[src/rtl/game_board_renderer.sv]
// Overlays an N x N game board (cell codes, grid lines, cursor frame) onto the VGA pixel stream.
// Two-cycle pipeline. Define CURSOR_BLINK_EN to make the cursor frame blink every BLINK_FRAMES frames.
module game_board_renderer #(
  parameter int          MAX_CELLS    = 16,
  parameter int          CELL_LOG2    = 5,
  parameter int          ORIGIN_X     = 64,
  parameter int          ORIGIN_Y     = 32,
  parameter int          CODE_W       = 5,
  parameter int          BLINK_FRAMES = 30,
  parameter logic [11:0] GRID_RGB     = 12'h444,
  parameter logic [11:0] CURSOR_RGB   = 12'hFF0
) (
  input  logic                                           clk,
  input  logic                                           rst,
  input  logic                                           is_game_on,
  input  logic [$clog2(MAX_CELLS):0]                     board_size,
  input  logic [MAX_CELLS-1:0][MAX_CELLS-1:0][CODE_W-1:0] board,
  input  logic [$clog2(MAX_CELLS)-1:0]                   cursor_col,
  input  logic [$clog2(MAX_CELLS)-1:0]                   cursor_row,
  input  logic [10:0]                                    bus_in_hcount,
  input  logic [10:0]                                    bus_in_vcount,
  input  logic                                           bus_in_hsync,
  input  logic                                           bus_in_vsync,
  input  logic                                           bus_in_hblnk,
  input  logic                                           bus_in_vblnk,
  input  logic [11:0]                                    bus_in_rgb,
  output logic [10:0]                                    bus_out_hcount,
  output logic [10:0]                                    bus_out_vcount,
  output logic                                           bus_out_hsync,
  output logic                                           bus_out_vsync,
  output logic                                           bus_out_hblnk,
  output logic                                           bus_out_vblnk,
  output logic [11:0]                                    bus_out_rgb
);

  localparam int IDX_W = $clog2(MAX_CELLS);
  localparam int N_W   = IDX_W + 1;
  localparam int HW    = 11;
  localparam int CELL  = 1 << CELL_LOG2;

  // Frame-start detection and board size latch
  logic           vblnk_q;
  logic           vblnk_rise;
  logic [N_W-1:0] n_r;
  logic [N_W-1:0] size_clamped;

  assign vblnk_rise   = bus_in_vblnk & ~vblnk_q;
  assign size_clamped = (board_size > N_W'(MAX_CELLS)) ? N_W'(MAX_CELLS) : board_size;

  always_ff @(posedge clk) begin
    if (rst) begin
      vblnk_q <= 1'b0;
      n_r     <= '0;
    end else begin
      vblnk_q <= bus_in_vblnk;
      if (vblnk_rise) n_r <= size_clamped;
    end
  end

  logic cursor_on;

`ifdef CURSOR_BLINK_EN
  localparam int BW = (BLINK_FRAMES > 1) ? $clog2(BLINK_FRAMES) : 1;

  logic [BW-1:0] blink_cnt;
  logic          blink_phase;

  always_ff @(posedge clk) begin
    if (rst) begin
      blink_cnt   <= '0;
      blink_phase <= 1'b1;
    end else if (vblnk_rise) begin
      if (blink_cnt == BW'(BLINK_FRAMES - 1)) begin
        blink_cnt   <= '0;
        blink_phase <= ~blink_phase;
      end else begin
        blink_cnt <= blink_cnt + BW'(1);
      end
    end
  end

  assign cursor_on = blink_phase;
`else
  // Blink period has no meaning without the blink counter.
  logic unused_blink_cfg;
  assign unused_blink_cfg = ^BLINK_FRAMES;
  assign cursor_on        = 1'b1;
`endif

  // Stage 1: board-relative coordinates
  logic [HW-1:0] dx;
  logic [HW-1:0] dy;
  logic [HW-1:0] board_px;
  logic          inside_c;

  always_comb begin
    dx       = bus_in_hcount - HW'(ORIGIN_X);
    dy       = bus_in_vcount - HW'(ORIGIN_Y);
    board_px = HW'(n_r) << CELL_LOG2;
    inside_c = (bus_in_hcount >= HW'(ORIGIN_X)) && (bus_in_vcount >= HW'(ORIGIN_Y)) &&
               (dx < board_px) && (dy < board_px);
  end

  logic [HW-1:0]        s1_hcount;
  logic [HW-1:0]        s1_vcount;
  logic                 s1_hsync;
  logic                 s1_vsync;
  logic                 s1_hblnk;
  logic                 s1_vblnk;
  logic [11:0]          s1_rgb;
  logic                 s1_inside;
  logic [IDX_W-1:0]     s1_col;
  logic [IDX_W-1:0]     s1_row;
  logic [CELL_LOG2-1:0] s1_offx;
  logic [CELL_LOG2-1:0] s1_offy;

  always_ff @(posedge clk) begin
    if (rst) begin
      s1_hcount <= '0;
      s1_vcount <= '0;
      s1_hsync  <= 1'b0;
      s1_vsync  <= 1'b0;
      s1_hblnk  <= 1'b0;
      s1_vblnk  <= 1'b0;
      s1_rgb    <= '0;
      s1_inside <= 1'b0;
      s1_col    <= '0;
      s1_row    <= '0;
      s1_offx   <= '0;
      s1_offy   <= '0;
    end else begin
      s1_hcount <= bus_in_hcount;
      s1_vcount <= bus_in_vcount;
      s1_hsync  <= bus_in_hsync;
      s1_vsync  <= bus_in_vsync;
      s1_hblnk  <= bus_in_hblnk;
      s1_vblnk  <= bus_in_vblnk;
      s1_rgb    <= bus_in_rgb;
      s1_inside <= inside_c;
      s1_col    <= dx[CELL_LOG2 +: IDX_W];
      s1_row    <= dy[CELL_LOG2 +: IDX_W];
      s1_offx   <= dx[CELL_LOG2-1:0];
      s1_offy   <= dy[CELL_LOG2-1:0];
    end
  end

  // Two outermost pixel rings on each side of a cell form the cursor frame.
  function automatic logic near_edge(input logic [CELL_LOG2-1:0] off);
    return (off <= CELL_LOG2'(1)) || (off >= CELL_LOG2'(CELL - 2));
  endfunction

  // Stage 2: colour selection
  logic [CODE_W-1:0] code;
  logic [4:0]        c5;
  logic [11:0]       cell_rgb;
  logic              cursor_hit;
  logic [11:0]       rgb_next;

  always_comb begin
    code       = board[s1_row][s1_col];
    c5         = 5'(code);
    cell_rgb   = {c5[3:0], ~c5[3:0], c5[4] ? 4'hF : 4'h0};
    cursor_hit = cursor_on &&
                 (N_W'(cursor_row) < n_r) && (N_W'(cursor_col) < n_r) &&
                 (s1_row == cursor_row) && (s1_col == cursor_col) &&
                 (near_edge(s1_offx) || near_edge(s1_offy));
    rgb_next   = s1_rgb;
    if (s1_hblnk || s1_vblnk)
      rgb_next = '0;
    else if (!is_game_on || !s1_inside)
      rgb_next = s1_rgb;
    else if (cursor_hit)
      rgb_next = CURSOR_RGB;
    else if ((s1_offx == '0) || (s1_offy == '0))
      rgb_next = GRID_RGB;
    else if (code == '0)
      rgb_next = s1_rgb;
    else
      rgb_next = cell_rgb;
  end

  always_ff @(posedge clk) begin
    if (rst) begin
      bus_out_hcount <= '0;
      bus_out_vcount <= '0;
      bus_out_hsync  <= 1'b0;
      bus_out_vsync  <= 1'b0;
      bus_out_hblnk  <= 1'b0;
      bus_out_vblnk  <= 1'b0;
      bus_out_rgb    <= '0;
    end else begin
      bus_out_hcount <= s1_hcount;
      bus_out_vcount <= s1_vcount;
      bus_out_hsync  <= s1_hsync;
      bus_out_vsync  <= s1_vsync;
      bus_out_hblnk  <= s1_hblnk;
      bus_out_vblnk  <= s1_vblnk;
      bus_out_rgb    <= rgb_next;
    end
  end

endmodule

[config.mk]
export PLATFORM = sky130hd
export DESIGN_NAME = game_board_renderer
export DESIGN_NICKNAME = d
export VERILOG_FILES = /design/src/rtl/game_board_renderer.sv
export SDC_FILE = /design/constraint.sdc
export NUM_CORES = 1
export LEC_CHECK = 0
export CAP_MARGIN = 20
export CELL_PAD_IN_SITES_DETAIL_PLACEMENT = 0
export CELL_PAD_IN_SITES_GLOBAL_PLACEMENT = 1
export CORE_AREA = 2 2 529 531
export DETAILED_ROUTE_END_ITERATION = 7
export DIE_AREA = 0 0 531 533
export PLACE_DENSITY_LB_ADDON = 0.25
export SLEW_MARGIN = 20
export SYNTH_ARGS = -nofsm -noshare
export SYNTH_HDL_FRONTEND = slang
export SYNTH_SLANG_ARGS = --single-unit
export TNS_END_PERCENT = 30
[constraint.sdc]
create_clock -name clk -period 6.87 [get_ports clk]
set_input_delay 1.374 -clock clk [delete_from_list [all_inputs] [get_ports clk]]
set_output_delay 1.374 -clock clk [all_outputs]
set_load 0.005 [all_outputs]
---- Yosys cells after proc, flatten, opt, wreduce, memory -nomap -nowiden ----
Index checks and enable logic that the tools add are counted.
word-level totals
  memories ................................ 0
  register bits ........................... 100
  memory bits (read-only) ................. 0
  word-level logic and storage cells ...... 69
  RAM bits ................................ 0
  latch bits .............................. 0
cells by class
  reduce and logical (&&, ||, !) cells .... 19
  equality and inequality tests ........... 2
  $mul .................................... 0
  magnitude comparators ................... 13
  muxes and demuxes ....................... 10
  shift-type cells ........................ 0
  div/mod/pow operators ................... 0
  add/subtract/negate cells ............... 2
  bitwise gates (word level) .............. 3
operators with widths
  operator                 number
  $bmux W80 S4             1
  $mux W80                 1
  $mux W12                 4
  $lt A11 B10 Y1           2
  $bmux W5 S4              1
  $logic_not A5 Y1         3
  $ge A11 B6 Y1 const B    1
  $ge A11 B7 Y1 const B    1
  $sub A11 B6 Y11 const B  1
  $sub A11 B7 Y11 const B  1
  $ge A5 B5 Y1 const B     2
  $le A5 B1 Y1 const B     2
  $lt A4 B5 Y1             2
  $lt A4 B5 Y1 const B     2
  $mux W5                  2
  $eq A4 B4 Y1             2
  $logic_and A1 B1 Y1      7
  $logic_or A1 B1 Y1       6
  $gt A5 B5 Y1 const B     1
  $mux W4                  1
  $not A4 Y4               1
  $logic_not A1 Y1         2
  $reduce_or A2 Y1         1
  $and A1 B1 Y1            1
  $not A1 Y1               1

---- Logic depth before layout (Yosys ltp) ----
  depth in word-level cells ............... 9
  depth in mapped cells ................... 15
  depth with buffers taken out ............ 10

---- Least setup slack after synthesis ----
Ideal clock, no wire load.
  path kind ............................... input to register
  start point ............................. input port board[616] (netlist bit)
  end point ............................... register bus_out_rgb[7]
  path buffers ............................ 0
  data required time ...................... 6.754 ns
  slack ................................... 2.893 ns
  arrival time ............................ 3.861 ns
  stages .................................. 9
  cells stage by stage .................... mux4_2 -> mux4_2 -> o22ai_1 -> a211oi_1 -> o31a_1 -> or2_1 -> or4_4 -> o21a_1 -> o211a_1
on the way
  longest elaborated chain between the ends .. 9
ends and longest elaborated chain
  what                            RTL line  source
  from (decl)                     17        input logic [MAX_CELLS-1:0][MAX_CELLS-1:0][CODE_W-1:0] board,
  $bmux W80 S4                    160       code = board[s1_row][s1_col];
  $mux W80 (not written as such)  160
  $bmux W5 S4                     160
  $mux W5 (not written as such)   160
  $logic_not A5 Y1                176       else if (code == '0)
  $mux W12                        176
  $mux W12                        174       else if ((s1_offx == '0) || (s1_offy == '0))
  $mux W12                        172       else if (cursor_hit)
  $mux W12                        170       else if (!is_game_on || !s1_inside)
  to (signal assigned)            198       bus_out_rgb <= rgb_next;
  to (decl)                       33        output logic [11:0] bus_out_rgb
No other way between the ends. The select of a mux whose other input is x is not followed.
A chain may end at the register's enable or synchronous reset.

---- Worst setup path after layout ----
  start point ............................. register s1_row[0]
  end point ............................... register bus_out_rgb[6]
on the way
  longest elaborated chain between the ends .. 9
  elaborated cells between the ends (all ways) .. 14
ends and longest elaborated chain
  what                                            RTL line  source
  from (decl)                                     113       logic [IDX_W-1:0] s1_row;
  from (signal assigned)                          141       s1_row <= dy[CELL_LOG2 +: IDX_W];
  $bmux W80 S4                                    160
  $mux W80 (not written as such)                  160
  $bmux W5 S4                                     160
  $mux W5 (not written as such)                   160
  $logic_not A5 Y1 or $not A4 Y4 (tied branches)  176, 162
  $mux W12                                        176
  $mux W12                                        174
  $mux W12 (*)                                    172
  $mux W12 (*)                                    170
Every way passes the cells marked *; elsewhere a longest branch is shown, timed or not. The select of a mux whose other input is x is not followed.

==> metrics.md <==
| Metric | Value |
|---|---|
| DRT iter0 DRCs | 1,262 |
| Vias in the first global route | around 20k |
| Setup CP Type | reg -> reg |
| Top Usage Layer GRT | met2 |
| Multi-input logic area | about 0.011 mm2 |
| TritonCTS Buffers | 9 |
| Ys async rst share | 0% |
| Hold_buf cts | 0 |
| Crit-path cells | buf_4, mux4_2, a22o_1, a221oi_1, o22ai_1, or4_1, and4_1, nor3_2, nand4_1, o31a_1 |
| Top FF cell, synth | dfxtp_1 |
| Final net count | 3,934 |
| Post-synth EDFFs | 0 |
| Leak | around 10 nW |
| Gpl congestion | 0.9190 |
| Commonest cells after routing, fill and taps aside | clkdlybuf4s50_1 (1,370), mux4_2 (261), mux2i_1 (138) |
| Clock sinks | 89 |
| Seq cells post-synth | between 80 and 90 |
| Row cnt | 194 |
| Postcts setup bufs | 0 |
| Buffers on Ports | between 1k and 1.5k |
| Overflow after GRT | 0 |
| Worst-case clock buffer depth | 2 |
| Fin crit share | between 70% and 80% |
| Worst VDD drop | ~0.13 mV |
| Worst Tran Pin Value | about 1.2 ns |
| Pins Over Slew Limit | 0 |
| Initial antenna violation count | around 240 |
| Routed vias | approximately 19k |
| Clk_lat worst skew | about 0.40 ns |
| Synthesized area | approximately 0.014 mm2 |
| Die Ht | 533 um |
| R2R Setup Slk | ~1.4 ns |
| Synth top area share | 42.37% |
| Mapped Nets | around 2.6k |
| Crit path max fanout | 31 |
| Worst path max stage delay | 0.95 ns |
| Status | finished clean |
| Setup-failing EPs final | 0 |
| Largest net degree at the start of global routing | a little over 60 |
| Met1 Track Usage GR | between 10% and 20% |
| Max cap viols | 0 |
| WHS | between 0.4 and 0.5 ns |
| I/O pins | between 1k and 1.5k |
| Die W | roughly 530 um |
| # DRC | 0 |
| Pwr/cell area | between 100 and 150 mW/mm2 |
| CP arrival | 5.76 ns |
| CTS resizes | 0 |
| Starting Density | approximately 5.0% |
| Final Critical Period | between 5 and 6 ns |
| RSZ-0062 raised after global routing | false |
| Top cells by area, synth | mux4_2 (42%), dfxtp_1 (13%), mux2i_1 (10%) |
| Antenna-violating nets left | 0 |
| Synth cell types | 73 |
| # fillers | ~32k |
| Core box area | ~0.28 mm2 |
| FF+latch area | roughly 0.0018 mm2 |
| Critical path destination | bus_out_rgb[6] |
| Area delta synth->final | 136.4% |
| Share of layout cells above drive strength 1 | 15.11% |
| Crit end category | flip-flop |
| DRT Pass-1 Iters | 5 |
| Post-synth top area cell | mux4_2 |
| Clock transition at path regs | about 0.080 ns |
| Critical Path Slowest Stage Cell | dfxtp_4 |
| Synth warn | 0 |
| Relative slew margins | roughly a fifth |
| Worst hold path type | reg -> reg |
| R2R Path End | bus_out_rgb[6] |
| Tot GR Track Use | between 10% and 20% |
| Post-Syn Instances | around 1.3k |
| Setup TNS | 0 ns |
| Seq/Total Area, Yosys | roughly 13% |
| Placed wire-length estimate | 207.4 mm |
| Fmax | 0.1821 GHz |
| Post-Syn Area per Cell | about 11 um2 |
| Worst R2R Path Depth | 10 |
| Commonest non-fill, non-tap cell in the layout | clkdlybuf4s50_1 |
| Vias/cell | about 3.0 |
| Final hold vios | 0 |
| Final setup skew | 0.02167 ns |
| Met3 GRT Util | under 10% |
| Root Buffer | clkbuf_16 |
| Worst Setup SP | s1_row[0] |
| Die area | 0.2830 mm2 |
| Drt wl/cell | 36.08 um |
| Met2 GRT Util | about a quarter |
| Global-route wire length before repair | ~270 mm |
| H-Tree Depth | 3 |
| Worst reg2reg startpoint | s1_row[0] |
| Critical Path Source Type | flip-flop |
| CTS tree | done |
| DRT Wirelength | 229.7 mm |
| Worst endpoint required time | around 7.1 ns |
[sequential cells by signal (all words and copies together) (netlist names)]
| register | flops |
|---|---|
| s1_vblnk | 1 |
| s1_rgb | 12 |
| bus_out_vcount | 11 |
| bus_out_rgb | 12 |
| bus_out_hcount | 11 |
| bus_out_hblnk | 1 |
| s1_hcount | 11 |
| s1_vcount | 11 |
| bus_out_vblnk | 1 |
| s1_inside | 1 |
| s1_col | 3 |
| s1_hblnk | 1 |
| bus_out_hsync | 1 |
| s1_vsync | 1 |
| s1_hsync | 1 |
| s1_row | 4 |
| bus_out_vsync | 1 |
| n_r | 5 |
[through the flow]
step / utilization [%] / cell area [um2] / power, mW / std cells / setup WS (ns)
6_report: 11.80 / 32800 / 3.408 / 6367 / 1.379
3_5_place_dp: 11.63 / 32310 / 2.844 / 6296 / 1.029
3_3_place_gp: 11.62 / 32290 / 2.844 / 6294 / 0.9725
4_1_cts: 11.75 / 32660 / 3.525 / 6312 / 1.055
2_1_floorplan: - / 13870 / 1.295 / 1255 / 2.893
5_1_grt: 11.76 / 32700 / 3.593 / 6326 / 0.9363
[per-layer routing]
layer / vias to the layer above / routed length (um)
li1: 8016 / -
met1: 9627 / 95150
met2: 1332 / 109500
met3: 305 / 21440
met4: 104 / 2894
met5: - / 679
[report_power, final]
group / internal (mW) / switching, mW
Combinational: 1.17 / 0.986
Sequential: 0.540 / 0.0762
Clock: 0.356 / 0.282
[synth_stat cells (5+ instances only)]
| cell type | number |
|---|---|
| a221oi_1 | 17 |
| dfxtp_1 | 89 |
| nor3_1 | 15 |
| clkbuf_1 | 46 |
| nand3_1 | 29 |
| a22oi_1 | 70 |
| mux2_2 | 5 |
| xor2_1 | 12 |
| o221ai_1 | 19 |
| o21ai_0 | 15 |
| buf_2 | 47 |
| nand2b_1 | 15 |
| a22o_1 | 21 |
| a211oi_1 | 16 |
| buf_6 | 10 |
| o31a_1 | 5 |
| a21o_1 | 5 |
| buf_4 | 13 |
| nor2b_1 | 78 |
| nand2_1 | 55 |
| mux4_2 | 261 |
| nand4_1 | 16 |
| mux2i_1 | 138 |
| a21oi_1 | 34 |
| o22ai_1 | 30 |
| nor4_1 | 12 |
| ha_1 | 17 |
| a31oi_1 | 10 |
| nor2_1 | 42 |
| buf_1 | 13 |
| nand3b_1 | 8 |
| inv_1 | 17 |
[how the worst min path moves through the flow]
| stage | start | to | slack [ns] | cells after the start |
|---|---|---|---|---|
| final | s1_vcount[5] | bus_out_vcount[5] | 0.45 | 1 |
| after floorplan | s1_rgb[4] | bus_out_rgb[4] | 0.41 | 2 |
| after CTS | s1_vcount[5] | bus_out_vcount[5] | 0.44 | 1 |
| after global placement | s1_hsync | bus_out_hsync | 0.42 | 1 |
| after global routing | s1_vcount[5] | bus_out_vcount[5] | 0.45 | 1 |
| after detailed placement | s1_hcount[9] | bus_out_hcount[9] | 0.43 | 1 |
[worst max-delay path, delay by kind of cell, from the launching register on]
family	cells	cell delay, ns
buffers and inverters	1	0.55
AND/OR/NAND/NOR	4	1.78
multiplexers	1	0.56
flip-flops	1	0.95
AO/OA/AOI/OAI	4	1.46
[cells by family (layout without fill, tap and decap cells)]
| kind of cell | Yosys count | in the layout | share of synthesized area, % |
|---|---|---|---|
| xor gates and xnor gates | 13 | 13 | 0.8208 |
| adders and majority gates | 17 | 17 | 1.533 |
| and+or+nand+nor | 300 | 300 | 11.74 |
| muxes | 404 | 404 | 52.74 |
| buffers and inverters | 149 | 1482 | 5.349 |
| other | 0 | 55 | 0 |
| AOI/OAI and AO/OA | 283 | 283 | 14.97 |
| DFF | 89 | 89 | 12.84 |
[cell type report]
cell class	count	area share [%]
diodes	55	0.4196
clock buffers	12	0.8163
clock inverters	4	0.2441
inverters	20	0.2441
multi-input cells	1017	34.79
flip-flops and latches	89	5.516
well taps	3724	14.21
repair buffers	1446	43.76
No activity file was read; power rests on OpenSTA's default activity.
==> patch 1 (same settings) <==
Change the parameter `CELL_LOG2` from 5 to 6.
--- a/src/rtl/game_board_renderer.sv
+++ b/src/rtl/game_board_renderer.sv
@@ -2,7 +2,7 @@
 // Two-cycle pipeline. Define CURSOR_BLINK_EN to make the cursor frame blink every BLINK_FRAMES frames.
 module game_board_renderer #(
   parameter int          MAX_CELLS    = 16,
-  parameter int          CELL_LOG2    = 5,
+  parameter int          CELL_LOG2    = 6,
   parameter int          ORIGIN_X     = 64,
   parameter int          ORIGIN_Y     = 32,
   parameter int          CODE_W       = 5,
Function: changed (Yosys sat finds a counterexample within 4 cycles, from zero or initial values and one cycle with rst high).
==> patch 1 against the original RTL <==
  * Critical path depth grew 2
  * Final area grew 0.97%
  * Routed wire length grew 5.0%
  * Sequential cell count grew 2
  * Synthesized area grew 2.9%
  * Setup slack gained 0.38 ns
  * Combinational power grew 6%
  * Power grew 1.8%
  * Utilization grew 0.11 points
  * Largest cell class unchanged
  * Largest power group unchanged
==> patch 1: results (changes against the original RTL) <==
Final layout
  • Final Net Count: 3,914 (-0.51%)
  • Inverters: 18 (-10%)
  • Clock buf count: 9 (-3)
  • Non-clock buffers: 1,434 (-0.83%)
  • Layout Cells excl Fill: 6,362 (-0.079%)
  • Fillcell total: 31,768 (+0.29%)
  • Antenna cells: 71 (+29%)
  • Fraction of area in multi-input gates: 35.4% (+0.57 points)

Global route
  • First-pass GRT wire length: 285 mm (+4.0%)
  • Largest net degree at the start of global routing: 76 (+23%)

Placed design
  • Detail Placement HPWL: 219 mm (+5.7%)
  • Placer Congestion: 0.922 (+0.35%)
  • Pre-CTS setup slack: 1.27 ns (+0.242 ns)

Synthesis
  • Synthesized area per cell: 11.4 um^2 (+3.2%)
  • Complex-gate fraction of the synthesized area: 11.9% (-3.1 points)
  • Unique masters post-synth: 75 (+2.7%)
  • Seq/Total Area, Yosys: 12.8% (-0.080 points)
  • Commonest cells post-synth: 294 x mux4_2, 100 x mux2i_1, 91 x dfxtp_1, 84 x nor2b_1, 68 x nand2_1

Detailed routing
  • WL/cell: 37.9 um (+5.1%)

Worst setup path
  • Crit path max fanout: 55 (+77%)
  • Reg-to-Reg End: bus_out_rgb[4]
  • CP peak stage delay: 0.91 ns (-0.04 ns)
  • Delay-heaviest family, CP: compound AO/OA/AOI/OAI gates

Hold path
  • Hold path depth: 2 (+1)

Pwr
  • Comb pwr: 0.00227 W (+6%)
  • Sw power: 0.00142 W (+5.5%)

Run status
  • Status: finished clean
[patch 1: routing by layer]
layer | vias to the layer above | routed length (um) | GRT usage [%] | part of all wire (%)
met1 | 9606 | 93600 | 19.0 | 39
met5 | - | 1410 | 0 | 0.58
li1 | 7945 | - | - | -
met2 | 1440 | 114000 | 27.8 | 47
met3 | 520 | 26500 | 7.21 | 11
met4 | 218 | 5840 | 3.20 | 2.4
[patch 1: worst min-delay path by stage]
stage | end
after global routing | bus_out_hcount[0]
after global placement | bus_out_vcount[7]
final | bus_out_rgb[0]
after detailed placement | bus_out_vcount[7]
after floorplan | bus_out_hcount[10]
after CTS | bus_out_rgb[0]
[patch 1: cell families (layout without fill, tap and decap cells)]
logic type / after synthesis / count (layout)
buffers and inverters: 152 / 1468
AO/OA/AOI/OAI: 232 / 232
multiplexers: 412 / 412
XOR/XNOR: 14 / 14
other: 0 / 71
flip-flops: 91 / 91
AND/OR/NAND/NOR: 332 / 332
adder cells (fa/ha/maj): 18 / 18
==> patch 2 (same settings) <==
Made on the original files. `s1_rgb` no longer has a reset.
--- a/src/rtl/game_board_renderer.sv
+++ b/src/rtl/game_board_renderer.sv
@@ -122,7 +122,6 @@
       s1_vsync  <= 1'b0;
       s1_hblnk  <= 1'b0;
       s1_vblnk  <= 1'b0;
-      s1_rgb    <= '0;
       s1_inside <= 1'b0;
       s1_col    <= '0;
       s1_row    <= '0;
@@ -135,13 +134,16 @@
       s1_vsync  <= bus_in_vsync;
       s1_hblnk  <= bus_in_hblnk;
       s1_vblnk  <= bus_in_vblnk;
-      s1_rgb    <= bus_in_rgb;
       s1_inside <= inside_c;
       s1_col    <= dx[CELL_LOG2 +: IDX_W];
       s1_row    <= dy[CELL_LOG2 +: IDX_W];
       s1_offx   <= dx[CELL_LOG2-1:0];
       s1_offy   <= dy[CELL_LOG2-1:0];
     end
+  end
+
+  always_ff @(posedge clk) begin
+    s1_rgb <= bus_in_rgb;
   end
 
   // Two outermost pixel rings on each side of a cell form the cursor frame.
Formal check against the unedited RTL: not equivalent (a bounded check fails within 4 cycles, from zero or initial values and one cycle with rst high).
==> patch 2 against the original RTL <==
  * Setup slack lost 0.052 ns
  * Clock skew down 0.0078 ns
  * Routed wire length rose by 3.2%
  * Non-clock buffer count grew 2
  * Synthesized area barely moved
  * Critical path depth unchanged
  * Final area barely moved
  * Sequential cell count stayed put
  * Power is 3.0% lower
  * Critical path type is now in -> reg
  * Critical endpoint is now bus_out_rgb[5]
  * Largest cell class unchanged
==> patch 2: results (changes against the original RTL) <==
Run status
  • Status: finished clean

Global route
  • GRT Util Overall: 16.1% (+0.50 points)
  • Largest net degree at the start of global routing: 81 (+31%)
  • Vias in the first global route: 19,887 (-2.4%)
  • First-pass GRT wire length: 282 mm (+2.9%)

Worst setup path
  • Reg-to-Reg End: bus_out_rgb[9]
  • Crit path from: board[1049]
  • CP peak stage delay: 1.01 ns (+0.06 ns)
  • Slowest-stage cell, CP: a2111oi_0
  • R2R Setup Slk: 1.52 ns (+0.14 ns)
  • Worst Reg2Reg Path Length in Cells: 12 (+2)
  • CP Data Arrival Time: 5.80 ns (+0.04 ns)
  • CP endpoint: bus_out_rgb[5]
  • Crit path max fanout: 8 (-74%)

Placed design
  • Placer Congestion: 0.925 (+0.67%)
  • Pre-CTS setup slack: 0.762 ns (-0.267 ns)
  • Dpl cell area: 32,400 um^2 (+0.31%)
  • Detail Placement HPWL: 217 mm (+4.5%)
  • Placed cell count: 6,190 (-1.7%)

Pwr
  • Final Total Pwr: 0.00330 W (-3.0%)
  • Static leakage: 10.0 nW (-0.19%)
  • Sw power: 0.00125 W (-7.2%)
  • Worst VDD drop: 96.1 uV (-27%)

Detailed routing
  • Routed vias: 18,741 (-3.3%)
  • Initial drt markers: 1,148 (-9.0%)
  • Routed wire length: 237 mm (+3.2%)
  • WL/cell: 37.9 um (+5.2%)

Final layout
  • Final Net Count: 3,828 (-2.7%)
  • Fillcell total: 31,717 (+0.13%)
  • Layout cells sized above 1: 18.1% (+3.0 points)

Timing
  • Slew headroom: 23.2% (+2.9 points)
  • Final Cycle Share: 80.7% (+0.76 points)
  • Clk_skew: 0.0139 ns (-0.00776 ns)

Synthesis
  • Post-Syn Nets: 2,498 (-4.1%)
  • Seq/Total Area, Yosys: 12.8% (about the same)
  • Unique masters post-synth: 58 (-21%)
  • Commonest cells post-synth: 321 x mux4_2, 89 x dfxtp_1, 84 x mux2i_1, 76 x nor2b_1, 53 x buf_2
  • Synth area leaders: mux4_2 52%, dfxtp_1 13%, mux2i_1 6.1%
  • Synthesized area per cell: 12.1 um^2 (+9.4%)
  • Synth Warn #: 0 (unchanged)

Hold path
  • Hold crit path type: reg -> reg

CTS
  • H-tree Lvls: 3 (unchanged)
  • Clk Latency, worst-skew pair: 0.37 ns (-0.03 ns)
patch 2: critical path: cells and delay by family:
family | cells | cell delay [ns]
AOI/OAI and AO/OA | 7 | 2.67
buffers and inverters | 1 | 0.59
muxes | 1 | 0.60
and+or+nand+nor | 1 | 0.54
patch 2: how the worst min path moves through the flow:
stage | start | to | slack (ns)
after floorplan | s1_hcount[10] | bus_out_hcount[10] | 0.41
final | s1_hcount[9] | bus_out_hcount[9] | 0.44
after global placement | s1_vsync | bus_out_vsync | 0.42
after detailed placement | s1_vcount[9] | bus_out_vcount[9] | 0.42
after CTS | s1_vcount[9] | bus_out_vcount[9] | 0.44
after global routing | s1_hcount[7] | bus_out_hcount[7] | 0.46
patch 2: layout make-up:
| type | count | area [um^2] | area share, % |
|---|---|---|---|
| inverters | 18 | 68.8 | 0.210 |
| clock buffers | 11 | 254 | 0.774 |
| flip-flops and latches | 89 | 1810 | 5.50 |
| repair buffers | 1448 | 14400 | 44.0 |
| clock inverters | 5 | 60.1 | 0.183 |
| multi-input cells | 911 | 11400 | 34.8 |
| well taps | 3724 | 4660 | 14.2 |
| diodes | 40 | 100 | 0.305 |
patch 2: layer usage:
layer  GRT usage (%)  routed length [um]  up-vias  part of all wire [%]
li1                -                   -     7595                     -
met1            19.1               92400     9235                    39
met2            27.8              113000     1293                    48
met3            7.09               28000      408                    12
met4           0.799                2270      210                  0.96
met5               0                1440        -                  0.61
patch 2: cell families (layout without fill, tap and decap cells):
group	after synthesis	count (layout)	share of synthesized area (%)
mux	414	414	58.9
compound gates	203	203	10.1
simple gates	264	264	10.3
fa+ha+maj	17	17	1.53
other cells	0	40	0
buf+inv	147	1482	5.48
flops	89	89	12.8
xor+xnor	13	13	0.821
